[src/rtl/fir_stereo_sched.sv]
// fir_stereo_sched: time-shares one FIR MAC engine between the left and right
// channels, one pending sample per channel, results routed back per channel.
module fir_stereo_sched #(
  parameter int DW      = 24,
  parameter int TIMEOUT = 511,
  parameter int TW      = 9
) (
  input  logic          clk,
  input  logic          rst,
  input  logic [DW-1:0] l_din,
  input  logic          l_valid,
  input  logic [DW-1:0] r_din,
  input  logic          r_valid,
  output logic [DW-1:0] eng_din,
  output logic          eng_din_valid,
  output logic          eng_chan,
  input  logic [DW-1:0] eng_dout,
  input  logic          eng_dout_valid,
  output logic [DW-1:0] l_dout,
  output logic          l_dout_valid,
  output logic [DW-1:0] r_dout,
  output logic          r_dout_valid,
  output logic          busy,
  output logic          ovr_l,
  output logic          ovr_r,
  output logic          tmo_err,
  input  logic          clr_err
);

  typedef enum logic [1:0] {IDLE, ISSUE, WAIT} state_t;

  localparam logic [TW-1:0] TMAX = TW'(TIMEOUT - 1);

  state_t        state, state_n;
  logic [DW-1:0] pend_l, pend_r;
  logic          pend_lv, pend_rv;
  logic          last_l;
  logic          pick;
  logic [TW-1:0] cnt;
  logic          done, tmo;
  logic          take_l, take_r;
  logic          start, hold;

  assign done   = (state == WAIT) && eng_dout_valid;
  assign tmo    = (state == WAIT) && !eng_dout_valid && (cnt == TMAX);
  assign take_l = (state == ISSUE) && !eng_chan;
  assign take_r = (state == ISSUE) && eng_chan;
  assign start  = (state == IDLE) && (state_n == ISSUE);
  // No arbitration during a result pulse: spaces jobs at latency + 3.
  assign hold   = l_dout_valid || r_dout_valid;

  always_comb begin
    state_n = state;
    pick    = pend_rv;
    if (pend_lv && pend_rv) pick = last_l;
    unique case (state)
      IDLE:
        if (!hold && (pend_lv || pend_rv)) state_n = ISSUE;
      ISSUE:
        state_n = WAIT;
      WAIT:
        if (done || tmo) state_n = IDLE;
      default:
        state_n = IDLE;
    endcase
  end

  always_ff @(posedge clk or posedge rst) begin
    if (rst) begin
      state         <= IDLE;
      pend_l        <= '0;
      pend_r        <= '0;
      pend_lv       <= 1'b0;
      pend_rv       <= 1'b0;
      last_l        <= 1'b0;
      cnt           <= '0;
      eng_din       <= '0;
      eng_din_valid <= 1'b0;
      eng_chan      <= 1'b0;
      l_dout        <= '0;
      l_dout_valid  <= 1'b0;
      r_dout        <= '0;
      r_dout_valid  <= 1'b0;
      busy          <= 1'b0;
      ovr_l         <= 1'b0;
      ovr_r         <= 1'b0;
      tmo_err       <= 1'b0;
    end else begin
      state         <= state_n;
      busy          <= (state_n != IDLE);
      eng_din_valid <= start;
      if (start) begin
        eng_chan <= pick;
        eng_din  <= pick ? pend_r : pend_l;
      end
      cnt <= (state == WAIT) ? cnt + 1'b1 : '0;

      if (l_valid) pend_l <= l_din;
      if (r_valid) pend_r <= r_din;
      if (l_valid)     pend_lv <= 1'b1;
      else if (take_l) pend_lv <= 1'b0;
      if (r_valid)     pend_rv <= 1'b1;
      else if (take_r) pend_rv <= 1'b0;

      if (l_valid && pend_lv && !take_l) ovr_l <= 1'b1;
      else if (clr_err)                  ovr_l <= 1'b0;
      if (r_valid && pend_rv && !take_r) ovr_r <= 1'b1;
      else if (clr_err)                  ovr_r <= 1'b0;
      if (tmo)          tmo_err <= 1'b1;
      else if (clr_err) tmo_err <= 1'b0;

      l_dout_valid <= done && !eng_chan;
      r_dout_valid <= done && eng_chan;
      if (done && !eng_chan) l_dout <= eng_dout;
      if (done && eng_chan)  r_dout <= eng_dout;
      if (done) last_l <= !eng_chan;
    end
  end

endmodule

[config.mk]
export PLATFORM = sky130hd
export DESIGN_NAME = fir_stereo_sched
export DESIGN_NICKNAME = d
export VERILOG_FILES = /design/src/rtl/fir_stereo_sched.sv
export SDC_FILE = /design/constraint.sdc
export NUM_CORES = 1
export LEC_CHECK = 0
export BUFFER_PORTS_ARGS = -buffer_cell sky130_fd_sc_hd__buf_2
export CAP_MARGIN = 30
export CORE_UTILIZATION = 50
export CTS_CLUSTER_SIZE = 20
export DETAILED_ROUTE_END_ITERATION = 8
export PLACE_DENSITY_LB_ADDON = 0.05
export SETUP_SLACK_MARGIN = 0.05
export SYNTH_ARGS = -nofsm -noshare
export SYNTH_HDL_FRONTEND = slang
export SYNTH_SLANG_ARGS = --single-unit
[constraint.sdc]
create_clock -name clk -period 10.8 [get_ports clk]
set_clock_uncertainty 0.1 [all_clocks]
set_input_delay 2.7 -clock clk [delete_from_list [all_inputs] [get_ports clk]]
set_output_delay 2.7 -clock clk [all_outputs]
set_load 0.01 [all_outputs]
==> metrics.csv <==
stage;metric;value;unit
pwr;ir_worst_vdd;0.0001328;V
cts;ctsHoldBuffers;0;
synthesis;yosysSeqAreaShare;0.6261;
detailed_routing;vias;3742;
run;cap_violations;0;
synthesis;synth_compound_area_frac;0.1129;
floorplan;die_area;11780;sq um
synthesis;synth_xor_area_frac;0.004630;
floorplan;core;10940;sq um
grt;grt_pass1_vias;3846;
synthesis;async_reset_ff_frac;1.000;
pwr;power_density;296.9;nW/um^2
finish;drive_gt1_frac;0.5607;
detailed_routing;first_pass_iters;4;
synthesis;synth_ff_type;dfrtp_1;
worst_setup_path;reg2reg_depth;4;
floorplan;die_h;108.5;microns
grt;met3_usage;0.08258;
synthesis;synth-simple-area-share;0.03417;
grt;grt_usage;0.2228;
worst_setup_path;critical_path.endpoint_type;output port;
worst_setup_path;rrSetupSlack;8770;ps
grt;grt_max_degree;76;
floorplan;io_pins;158;
cts;cts_sinks;142;
cts;root_buffer;clkbuf_16;
synthesis;synth_warnings;0;
finish;fin_util;0.6574;
worst_setup_path;crit_chain;buf_2;
detailed_routing;wl;12360;microns
synthesis;synthMuxAreaShare;0.1905;
floorplan;rows;38;
grt;grt_util_met1;0.2869;
cts;cts_inserted_buffers;17;
grt;antenna_found_initial;0;
timing;finalCriticalPeriod;3826;ps
detailed_routing;ant_nets;0;
worst_setup_path;r2r-end;r_dout[6];
place;io_buffer_count;157;
cts;post_cts_resized;0;
pwr;leakagePower;3.272;nW
synthesis;ys_seq_elements;142;
worst_setup_path;cp_slowest_cell;dfrtp_1;
synthesis;synth.distinct_cells;32;
cts;clk_latency;400;ps
place;place.gp.congestion;0.7141;
synthesis;synth_top_family_by_area;multiplexers;
grt;grt_first_pass_wirelength;19650;microns
synthesis;synthAdderAreaFrac;0.004409;
grt;top_usage_layer;met2;
worst_setup_path;cp_data_required_time;8000;ps
synthesis;mappedNetlistNets;453;
cts;cts_setup_buffers;0;
worst_setup_path;cp_num_buf_inv;1;
worst_setup_path;worstSetupPathType;reg2out;
min_path;hold_depth;1;
floorplan;die_x;108.5;microns
run_status;outcome;complete, no violations;
grt;overflow;0;
timing;finalMaxSlewViolations;0;
worst_setup_path;critPathTopFamily;flip-flops;
worst_setup_path;crit_fanout;4;
finish;n_antenna_cell;0;
detailed_routing;drcViolationCount;0;
detailed_routing;wl_per_cell;18.06;microns
worst_setup_path;slowest_delay;450;ps
detailed_routing;drt-initial-drc-count;165;
floorplan;start_util;0.5190;
cts;htreeDepth;4;
synthesis;synthCells;373;
finish;design_area;7189;sq um
timing;fin_tns_setup;0;ps
pwr;p_total;2.134;mW
worst_setup_path;cp-startpoint;eng_chan;
synthesis;synth-edff-count;0;
worst_setup_path;crit_arrival;1030;ps
timing;setup_viol;0;
min_path;holdPathEnd;r_dout[17];
worst_setup_path;start_kind;flop;
min_path;min_path_type;reg2reg;
cts;cts_tree;built;
synthesis;synthesis.area;5675;sq um
min_path;min-delay-start;r_dout[17];
finish;syn_to_final_growth;26.68;%
synthesis;postSynthAreaPerCell;15.22;sq um
worst_setup_path;rr_startpoint;state[0];
timing;relSlewSlack;0.3725;
timing;fmax;261.3;MHz
cts;clock_path_buffers;2;
place;dpl_cell_area;6571;sq um
finish;fin_nets;612;
detailed_routing;avgViaCountPerCell;5.471;
cts;path_clk_slew;60;ps
place;dp_hpwl;7889;microns
timing;hold_viol;0;
timing;worst_pin_slew;941.3;ps
timing;min_period_over_period;0.3543;
grt;gr-usage-met2;0.3522;
timing;rsz0062_at_grt;false;
## synthesized netlist by cell type (2+ instances only)
cell type  instances  area, sq um
nand4_1            3        18.77
a2bb2oi_1          6        52.55
buf_4              6        45.04
buf_2              4        20.02
nor2b_1            2        12.51
a21oi_1            5        25.02
mux2_2            88        991.0
o32ai_1           24        210.2
mux2_1             8        90.09
nand2b_1           3        18.77
buf_1              2        7.510
inv_1             11        41.29
o22ai_1            2        12.51
nand2_1            4        15.01
nor3_4             2        32.53
o21ai_0            7        35.03
nor2_1             6        22.52
xnor2_1            2        17.52
a2bb2oi_2         18        270.3
or3_1              4        25.02
clkbuf_1          10        37.54
ha_1               2        25.02
dfrtp_1          142         3553
nand3_1            4        20.02
## logic make-up after synthesis
group	count (synthesis)
DFF	142
AOI/OAI and AO/OA	66
adders and majority gates	2
xor gates and xnor gates	3
muxes	96
buffers and inverters	34
and+or+nand+nor	30
## report_power, final
part	switching (mW)	internal, mW
Clock	0.211	0.387
Combinational	0.371	0.353
Sequential	0.105	0.709
## registers in the layout, summed over array words and instances, names as in the netlist, 2 cells and up
signal   cells
l_dout      24
cnt          9
eng_din     24
r_dout      24
pend_l      24
state        2
pend_r      24
## cell type report
class                           count  area [sq um]
Tap cell                          140         175.2
Multi-Input combinational cell    197          1969
Timing Repair Buffer              162         823.3
Sequential cell                   142          3553
Clock buffer                       22         484.2
Clock inverter                      9         133.9
Inverter                           12         50.05
Fill cell                         860          3746
## layout by cell type, fill, tap and decap left out, types with 4 or more instances in the layout
cell,Yosys,final
buf_2,4,157
clkbuf_16,0,17
o21ai_0,7,7
clkbuf_8,0,4
a2bb2oi_2,18,18
buf_4,6,5
clkinvlp_4,0,4
mux2_1,8,8
nand3_1,4,4
inv_1,11,10
mux2_2,88,88
nor2_1,6,6
nand2_1,4,4
a2bb2oi_1,6,6
o32ai_1,24,24
dfrtp_1,142,142
or3_1,4,4
a21oi_1,5,5
## metrics by stage
stage                     std cells  hold WS (ps)  worst slack, ps
final                           684         378.6             6974
after CTS                       684         385.1             6911
after detailed placement        653         370.8             6463
after global placement          653         365.2             6511
after global routing            684         406.3             6717
after floorplan                 373         374.9             4190
## worst max-delay path by stage
stage,end,slack [ps],cells after the start
6_report,eng_chan,6970,1
5_1_grt,eng_din[17],6720,3
4_1_cts,eng_din[17],6910,3
3_5_place_dp,pend_r[6],6460,3
3_3_place_gp,pend_l[6],6510,3
2_1_floorplan,busy,4190,1
## metal layers
layer	share of wire	wire length, microns	vias to the layer above
met3	0.068	839	4
met4	0.0060	74	0
li1	-	-	1693
met2	0.50	6189	121
met1	0.43	5252	1924
met5	0	0	-
No activity file was read; power rests on OpenSTA's default activity.
